--- src/rtl/uart_rx_top_module.sv ---
// UART receiver: 16x oversampled deserialiser with start/parity/stop checking.
// Optional build macro UART_RX_MAJORITY_VOTE_EN enables 2-of-3 voting per bit.
module uart_rx_top_module #(
   parameter int CLK_FREQ   = 100_000_000,
   parameter int OVERSAMPLE = 16
) (
   input  logic       clk,
   input  logic       reset,
   input  logic [1:0] baud_rate,
   input  logic [1:0] parity_type,
   input  logic       rx_in,
   output logic [7:0] dout,
   output logic       done,
   output logic       parity_err,
   output logic       frame_err,
   output logic       busy
);

   localparam int DIV_2400  = CLK_FREQ / (2400 * OVERSAMPLE);
   localparam int DIV_4800  = CLK_FREQ / (4800 * OVERSAMPLE);
   localparam int DIV_9600  = CLK_FREQ / (9600 * OVERSAMPLE);
   localparam int DIV_19200 = CLK_FREQ / (19200 * OVERSAMPLE);
   localparam int DIV_W     = $clog2(DIV_2400 + 1);

   localparam logic [DIV_W-1:0] DMAX_2400  = DIV_W'(DIV_2400 - 1);
   localparam logic [DIV_W-1:0] DMAX_4800  = DIV_W'(DIV_4800 - 1);
   localparam logic [DIV_W-1:0] DMAX_9600  = DIV_W'(DIV_9600 - 1);
   localparam logic [DIV_W-1:0] DMAX_19200 = DIV_W'(DIV_19200 - 1);

   localparam logic [2:0] IDLE   = 3'd0;
   localparam logic [2:0] START  = 3'd1;
   localparam logic [2:0] DATA   = 3'd2;
   localparam logic [2:0] PARITY = 3'd3;
   localparam logic [2:0] STOP   = 3'd4;

`ifdef UART_RX_MAJORITY_VOTE_EN
   // Every bit is decided at tick 8 after voting over ticks 6, 7 and 8; the
   // tick count free-runs across bits so every window lines up on bit edges.
   localparam logic [3:0] START_PT      = 4'd8;
   localparam logic [3:0] DATA_PT       = 4'd8;
   localparam logic       RESTART_TICKS = 1'b0;
`else
   // Start sampled at its centre, then the count restarts so tick 15 is the
   // centre of each following bit.
   localparam logic [3:0] START_PT      = 4'd7;
   localparam logic [3:0] DATA_PT       = 4'd15;
   localparam logic       RESTART_TICKS = 1'b1;
`endif

   logic [1:0]       sync_reg;
   logic             rx_prev_reg;
   logic [2:0]       state_reg,    state_next;
   logic [DIV_W-1:0] div_cnt_reg,  div_cnt_next;
   logic [DIV_W-1:0] div_max_reg,  div_max_next;
   logic [1:0]       par_mode_reg, par_mode_next;
   logic [3:0]       tick_cnt_reg, tick_cnt_next;
   logic [2:0]       bit_cnt_reg,  bit_cnt_next;
   logic [7:0]       shift_reg,    shift_next;
   logic             par_bad_reg,  par_bad_next;
   logic             stop_bad_reg, stop_bad_next;
   logic             finish_reg,   finish_next;
   logic [7:0]       dout_reg,     dout_next;
   logic             done_reg,     done_next;
   logic             perr_reg,     perr_next;
   logic             ferr_reg,     ferr_next;
   logic             busy_reg,     busy_next;

   logic rx_s;
   logic fall;
   logic tick;
   logic sample_now;
   logic bit_val;
   logic par_on;
   logic exp_par;

   assign rx_s = sync_reg[1];
   assign fall = rx_prev_reg & ~rx_s;
   assign tick = (state_reg != IDLE) && (div_cnt_reg == div_max_reg);
   assign sample_now = tick &&
      (tick_cnt_reg == ((state_reg == START) ? START_PT : DATA_PT));
   assign par_on  = (par_mode_reg == 2'b01) || (par_mode_reg == 2'b10);
   assign exp_par = (par_mode_reg == 2'b01) ? ~^shift_reg : ^shift_reg;

`ifdef UART_RX_MAJORITY_VOTE_EN
   logic samp6_reg;
   logic samp7_reg;

   always_ff @(posedge clk or posedge reset) begin
      if (reset) begin
         samp6_reg <= 1'b1;
         samp7_reg <= 1'b1;
      end else if (tick) begin
         if (tick_cnt_reg == 4'd6) samp6_reg <= rx_s;
         if (tick_cnt_reg == 4'd7) samp7_reg <= rx_s;
      end
   end

   assign bit_val = (samp6_reg & samp7_reg) | (samp6_reg & rx_s) | (samp7_reg & rx_s);
`else
   assign bit_val = rx_s;
`endif

   function automatic logic [DIV_W-1:0] div_max_for(input logic [1:0] sel);
      case (sel)
         2'b00:   div_max_for = DMAX_2400;
         2'b01:   div_max_for = DMAX_4800;
         2'b10:   div_max_for = DMAX_9600;
         default: div_max_for = DMAX_19200;
      endcase
   endfunction

   always_comb begin
      state_next    = state_reg;
      div_cnt_next  = div_cnt_reg;
      div_max_next  = div_max_reg;
      par_mode_next = par_mode_reg;
      tick_cnt_next = tick_cnt_reg;
      bit_cnt_next  = bit_cnt_reg;
      shift_next    = shift_reg;
      par_bad_next  = par_bad_reg;
      stop_bad_next = stop_bad_reg;
      finish_next   = 1'b0;
      dout_next     = dout_reg;
      done_next     = 1'b0;
      perr_next     = perr_reg;
      ferr_next     = ferr_reg;
      busy_next     = busy_reg;

      if (state_reg != IDLE) begin
         div_cnt_next = tick ? '0 : div_cnt_reg + 1'b1;
         if (tick) tick_cnt_next = tick_cnt_reg + 4'd1;
      end

      // Result is published one cycle after the stop sample.
      if (finish_reg) begin
         dout_next = shift_reg;
         done_next = 1'b1;
         perr_next = par_bad_reg;
         ferr_next = stop_bad_reg;
         busy_next = 1'b0;
      end

      case (state_reg)
         IDLE: begin
            if (fall) begin
               state_next    = START;
               div_max_next  = div_max_for(baud_rate);
               par_mode_next = parity_type;
               div_cnt_next  = '0;
               tick_cnt_next = '0;
               bit_cnt_next  = '0;
               par_bad_next  = 1'b0;
               busy_next     = 1'b1;
            end
         end
         START: begin
            if (sample_now) begin
               if (bit_val) begin
                  state_next = IDLE;
                  busy_next  = 1'b0;
               end else begin
                  state_next = DATA;
                  if (RESTART_TICKS) tick_cnt_next = '0;
               end
            end
         end
         DATA: begin
            if (sample_now) begin
               shift_next   = {bit_val, shift_reg[7:1]};
               bit_cnt_next = bit_cnt_reg + 3'd1;
               if (bit_cnt_reg == 3'd7) state_next = par_on ? PARITY : STOP;
            end
         end
         PARITY: begin
            if (sample_now) begin
               par_bad_next = bit_val ^ exp_par;
               state_next   = STOP;
            end
         end
         STOP: begin
            if (sample_now) begin
               stop_bad_next = ~bit_val;
               finish_next   = 1'b1;
               state_next    = IDLE;
            end
         end
         default: state_next = IDLE;
      endcase
   end

   always_ff @(posedge clk or posedge reset) begin
      if (reset) begin
         sync_reg     <= 2'b11;
         rx_prev_reg  <= 1'b1;
         state_reg    <= IDLE;
         div_cnt_reg  <= '0;
         div_max_reg  <= '0;
         par_mode_reg <= 2'b00;
         tick_cnt_reg <= '0;
         bit_cnt_reg  <= '0;
         shift_reg    <= '0;
         par_bad_reg  <= 1'b0;
         stop_bad_reg <= 1'b0;
         finish_reg   <= 1'b0;
         dout_reg     <= '0;
         done_reg     <= 1'b0;
         perr_reg     <= 1'b0;
         ferr_reg     <= 1'b0;
         busy_reg     <= 1'b0;
      end else begin
         sync_reg     <= {sync_reg[0], rx_in};
         rx_prev_reg  <= rx_s;
         state_reg    <= state_next;
         div_cnt_reg  <= div_cnt_next;
         div_max_reg  <= div_max_next;
         par_mode_reg <= par_mode_next;
         tick_cnt_reg <= tick_cnt_next;
         bit_cnt_reg  <= bit_cnt_next;
         shift_reg    <= shift_next;
         par_bad_reg  <= par_bad_next;
         stop_bad_reg <= stop_bad_next;
         finish_reg   <= finish_next;
         dout_reg     <= dout_next;
         done_reg     <= done_next;
         perr_reg     <= perr_next;
         ferr_reg     <= ferr_next;
         busy_reg     <= busy_next;
      end
   end

   assign dout       = dout_reg;
   assign done       = done_reg;
   assign parity_err = perr_reg;
   assign frame_err  = ferr_reg;
   assign busy       = busy_reg;

endmodule
--- config.mk ---
export PLATFORM = sky130hd
export DESIGN_NAME = uart_rx_top_module
export DESIGN_NICKNAME = d
export VERILOG_FILES = /design/src/rtl/uart_rx_top_module.sv
export SDC_FILE = /design/constraint.sdc
export NUM_CORES = 1
export LEC_CHECK = 0
export CORE_ASPECT_RATIO = 0.9
export CORE_MARGIN = 1.5
export CORE_UTILIZATION = 55
export CTS_BUF_LIST = sky130_fd_sc_hd__clkbuf_8
export CTS_CLUSTER_SIZE = 16
export DETAILED_ROUTE_END_ITERATION = 7
export PLACE_DENSITY = 0.84
export SLEW_MARGIN = 10
export SYNTH_ARGS = -nofsm -noshare
export SYNTH_HDL_FRONTEND = slang
export SYNTH_SLANG_ARGS = --single-unit
--- constraint.sdc ---
create_clock -name clk -period 2.3 [get_ports clk]
set_input_delay 0.345 -clock clk [delete_from_list [all_inputs] [get_ports clk]]
set_output_delay 0.345 -clock clk [all_outputs]
set_load 0.05 [all_outputs]
* Yosys cells after proc, flatten, opt, wreduce, memory -nomap -nowiden
Cells that the tools add are included.
** Storage, ports and cells
- Register bits after elaboration :: 62
- Input port bits :: 7
- Output and inout bits :: 12
- Word-level logic and storage cells :: 92
** Cells by class
- Add/sub/neg operators :: 3
- Equal/unequal tests :: 17
- Mux-type cells :: 36
- Bitwise logic cells :: 3
- Reductions and logical operators :: 16
** Operator list (number)
- 12-bit two-way mux :: 4
- 12-bit case mux with 3 select lines :: 1
- 3-bit two-way mux :: 9
- 4-bit two-way mux :: 6
- 3-bit case mux with 5 select lines :: 1
- 12-bit by 1-bit adder with 12-bit output, second input constant :: 1
- 12-bit equality test :: 1
- 2-bit != test, second input constant :: 6
- 1-bit two-way mux :: 10
- 4-bit case mux with 2 select lines :: 1
- 8-bit XNOR reduction :: 1
- 8-bit parity :: 1
- 3-bit by 2-bit equality test with 1-bit output, second input constant :: 2
- 3-bit equality test, second input constant :: 2
- 3-bit case mux with 2 select lines :: 1
- 2-bit AND reduction :: 3
- 3-bit AND reduction :: 2
- 6-bit AND reduction :: 1
- 4-bit by 1-bit adder with 4-bit output, second input constant :: 1
- 2-bit by 1-bit equality test with 1-bit output, second input constant :: 2
- 2-bit equality test, second input constant :: 2
- 4-bit equality test :: 1
- 1-bit case mux with 2 select lines :: 2
- 2-bit nonzero test :: 2
- other kinds (11) :: 12

* Depth between registers and ports, before layout
- Word-level depth :: 7
- Mapped depth :: 7
- Gate-level depth less buffers :: 7

* Worst setup path after synthesis
OpenSTA, ideal clock, no wires.
- Path type :: reg2reg
- From :: reg state_reg[2]
- To :: reg shift_reg[0]
- Library setup time :: 0.128 ns
- Arrival time :: 1.997 ns
- Required time :: 2.172 ns
- Setup slack :: 0.175 ns
- Stages on the path, launching flop included :: 8
- Buffers on the path :: 2
- Clock period less this slack :: 2.125 ns
- Cells stage by stage :: dfrtp_1 -> buf_2 -> or3b_4 -> xnor2_1 -> nand3_2 -> nor4_4 -> buf_4 -> mux2_1
** Between the ends
- Cells in the longest elaborated chain, start to end :: 5
- Elaborated cells on any way between the ends :: 8
- Those cells by class :: 3 x eq/ne; 1 x mux; 4 x reduce/logical
** RTL lines
- from (decl) :: RTL line 52 : logic [2:0] state_reg, state_next;
- from (signal assigned) :: RTL line 213 : state_reg <= state_next;
- 3-bit by 1-bit equality test with 1-bit output :: RTL line 80 : (tick_cnt_reg == ((state_reg == START) ? START_PT : DATA_PT));
- 4-bit two-way mux :: RTL line 80
- 4-bit equality test :: RTL line 80
- 1-bit logical AND :: RTL line 79 : assign sample_now = tick &&
- 2-bit AND reduction (no source line) (*)
- to (signal assigned) :: RTL line 219 : shift_reg <= shift_next;
- to (decl) :: RTL line 58 : logic [7:0] shift_reg, shift_next;
Mark *: on every way between the ends. The rest lies on a longest branch, timed or not.
A chain may end at the register's enable or synchronous reset.

* Worst setup path in the final report
- From :: reg div_cnt_reg[3]
- To :: reg shift_reg[5]
** Between the ends
- Cells in the longest elaborated chain, start to end :: 4
** RTL lines
- from (decl) :: RTL line 53 : logic [DIV_W-1:0] div_cnt_reg, div_cnt_next;
- from (signal assigned) :: RTL line 214 : div_cnt_reg <= div_cnt_next;
- 12-bit equality test :: RTL line 78 : assign tick = (state_reg != IDLE) && (div_cnt_reg == div_max_reg);
- 1-bit logical AND :: RTL line 78
- 1-bit logical AND :: RTL line 79
- 2-bit AND reduction (no source line)
Every way passes these cells.

==> results by group <==
Power and ir drop
  • Logic gate share of total power: 0.183
  • Net Switching: 0.7978 mW
  • Peak supply drop: 599.9 uV
  • Switching Share: 0.2692
  • Internal Power: 2.166 mW
  • PwrDens: roughly 900 nW/um2
  • Seq pwr share: 0.413
  • Overall Power: around 3 mW
  • Clock Power Share: 0.404
  • Leakage: roughly 1.5 nW

Logic synthesis
  • Post-Synth Adder-Cell Area: 0.02316
  • Synth Area in XOR/XNOR: 0.07133
  • Synth top area cells: dfrtp_1, nand2_1, mux2_2, xnor2_1, dfstp_2
  • EDFF count, synth: 0
  • Ys flop type: dfrtp_1
  • Sequential area share after synthesis: 0.5294
  • Warnings, synthesis: 0
  • Synthesized Nets: ~260
  • Mean post-synth cell area: ~11 um2
  • Mux share of post-synthesis cell area: 0.09727
  • Yosys top cell by area: dfrtp_1
  • Post-Synth Simple-Gate Area: 0.1913
  • FFs w/ async S/R, synth: 1.000
  • Post-synthesis cell type count: 45
  • Synth Instances: 243
  • Largest family of logic cells by synthesized area: simple AND/OR/NAND/NOR gates
  • Synth Area in Compound Gates: 0.06623
  • Synth Cell Area: about 2700 um2
  • Share of the synthesized area in the top cell type: 0.5002
  • #FFs+latches synth: 57

Critical path
  • R2R setup slack: 90 ps
  • Largest stage delay on the critical path: ~550 ps
  • CP Depth: 6
  • Critical Path RT: about 2500 ps
  • Worst Setup Path Type: reg2reg
  • Crit-path max FO: 11
  • CP Buf/Inv Count: 1
  • Worst-path cell chain: or4_4 -> a22oi_4 -> nand3_4 -> nor4_4 -> buf_4 -> mux2_1
  • Depth of the worst register-to-register path: 6
  • CP top delay family: simple AND/OR/NAND/NOR gates
  • CP endpoint kind: flip-flop
  • Worst Setup Start Kind: flip-flop
  • Critical path arrival: approximately 2400 ps
  • Critical path's slowest cell: or4_4

Die
  • Die Width: about 77 um
  • DIE AREA: around 5300 um2
  • Num ports: 19
  • Core area: approximately 4600 um2
  • Die Span Y: ~69 um
  • FP Rows: 23
  • Initial core utilization: 0.5904

Route
  • Residual DRC: 0
  • Drt pass-1 iters: 4
  • Post-DR wirelength/cell: roughly 16 um
  • Routed WL: about 5.7 mm
  • Antenna-violating nets left: 0
  • 1st-iter DRT viols: 196
  • Number of vias in the routed layout: 1987
  • Routed vias/inst: just under 6

GRT
  • First-pass GRT wire length: ~9.8 mm
  • Total GRT Usage: 0.2420
  • Vias in the first global route: ~2000
  • Largest net degree at the start of global routing: 37
  • Antenna violations before repair: 0
  • Total gr overflow: 0

Layout
  • Nets: approximately 290
  • Ant. Diodes: 0
  • Most frequent cells in the layout: dfrtp_1, nand2_1, clkdlybuf4s50_1, nor2_1, xnor2_1
  • Area delta synth->final: 22.09%
  • FILL cells: 311
  • Max FFs per register: 12
  • Most common library cell in the layout ignoring fill and taps: dfrtp_1
  • Share of post-route cells with drive strength above 1: 0.1844
  • Non-Filler Instances: approximately 340

Clock tree
  • CTS Sinks: 57
  • CTS H-tree lvls: 3
  • Clk slew on worst S/H paths: around 60 ps
  • CTS Buffer Depth: 2
  • Total clock buffers created by CTS: 9
  • Worst-Skew Late Latency: 330 ps
  • Setup bufs post-CTS: 0
  • TritonCTS clock tree: built
  • Root buf cell: clkbuf_8

STA
  • Slew headroom: 0.6149
  • Setup TNS: 0 ps
  • Clock skew: 4.257 ps
  • Fin. max-slew vios: 0
  • Slew @ Worst Pin: between 500 and 600 ps
  • Fin. Hold Viols: 0
  • RSZ-0062 raised after global routing: false
  • Final setup violation count: 0
  • Final Cycle Share: 0.9601
  • Tmin final: between 2000 and 2500 ps
  • Fmax: between 0.4 and 0.5 GHz

Placed design
  • HPWL after detailed placement: between 3 and 4 mm
  • Placed insts: about 330
  • I/O Buffers: 18
  • GPL Wtd Cong: between 0.8 and 0.9

Run
  • Max-cap viol count: 0

Min path
  • Worst min path class: in2async

Run status
  • Outcome: complete, no violations
layer usage:
metal,vias to the layer above,share of wire,track usage
met5,-,0,0
met4,0,0.016,0.09053
met3,13,0.071,0.08158
met2,82,0.47,0.3618
met1,978,0.44,0.3278
li1,914,-,-
power groups by stage:
stage / Combinational (mW) / Sequential (mW) / Clock [mW]
2_1_floorplan: 0.357 / 1.21 / 0
3_3_place_gp: 0.495 / 1.22 / 0
3_5_place_dp: 0.513 / 1.23 / 0
4_1_cts: 0.526 / 1.22 / 1.22
5_1_grt: 0.599 / 1.24 / 1.27
6_report: 0.541 / 1.22 / 1.20
worst register-to-register path: cells and delay by family, from the launching register on:
family / cells / cell delay [ps]
AO/OA/AOI/OAI: 1 / 260
buffers and inverters: 1 / 240
flip-flops: 1 / 390
multiplexers: 1 / 350
AND/OR/NAND/NOR: 3 / 850
area by class of cell:
cell class / instances / area, um2 / share of cell area
Clock buffer: 12 / 165.2 / 0.05008
Clock inverter: 4 / 97.59 / 0.02959
Inverter: 7 / 26.28 / 0.007967
Multi-Input combinational cell: 172 / 1219 / 0.3695
Sequential cell: 57 / 1430 / 0.4336
Tap cell: 62 / 77.57 / 0.02352
Timing Repair Buffer: 30 / 282.8 / 0.08574
final timing paths:
check / end / startpoint
min: div_max_reg[7] / reset
min in group clk: sync_reg[1] / sync_reg[0]
min reg2reg: sync_reg[1] / sync_reg[0]
max: shift_reg[5] / div_cnt_reg[3]
max in group asynchronous: rx_prev_reg / reset
max reg2reg: shift_reg[5] / div_cnt_reg[3]
stage by stage:
step                      setup slack (ps)  cell area, um2  hold WS (ps)  utilization
final                                91.83            3298         356.7       0.7208
after global routing                 13.91            3298         370.3       0.7208
after CTS                            4.799            3293         359.5       0.7197
after detailed placement             36.74            3030         353.9       0.6623
after global placement               152.7            3030         346.3       0.6623
after floorplan                      175.4            2701         345.2            -
cell usage after synthesis (2+ instances only):
cell type / instances
a211oi_1: 2
xnor2_1: 13
clkbuf_1: 4
nand3b_1: 2
dfrtp_1: 54
xor2_1: 9
and3_1: 5
nor2_1: 14
mux2_1: 7
inv_1: 7
a21o_1: 2
nor2b_1: 2
nor3_1: 5
dfstp_2: 3
nand2_1: 34
or3_1: 5
a21oi_1: 8
nand4_1: 4
mux2_2: 11
nand3_1: 10
nand2b_1: 2
ha_1: 5
mux2i_1: 6
o31ai_1: 4
o21ai_0: 5
cells by family after synthesis:
group	Yosys count
simple gates	95
compound gates	26
xor+xnor	22
mux	24
buf+inv	14
fa+ha+maj	5
flops	57
repair_timing:
item	4_1_cts	5_1_grt
hold buffers	0	0
setup endpoints to repair	0	8
resized for setup	0	1
Power figures use the tool's default switching activity.
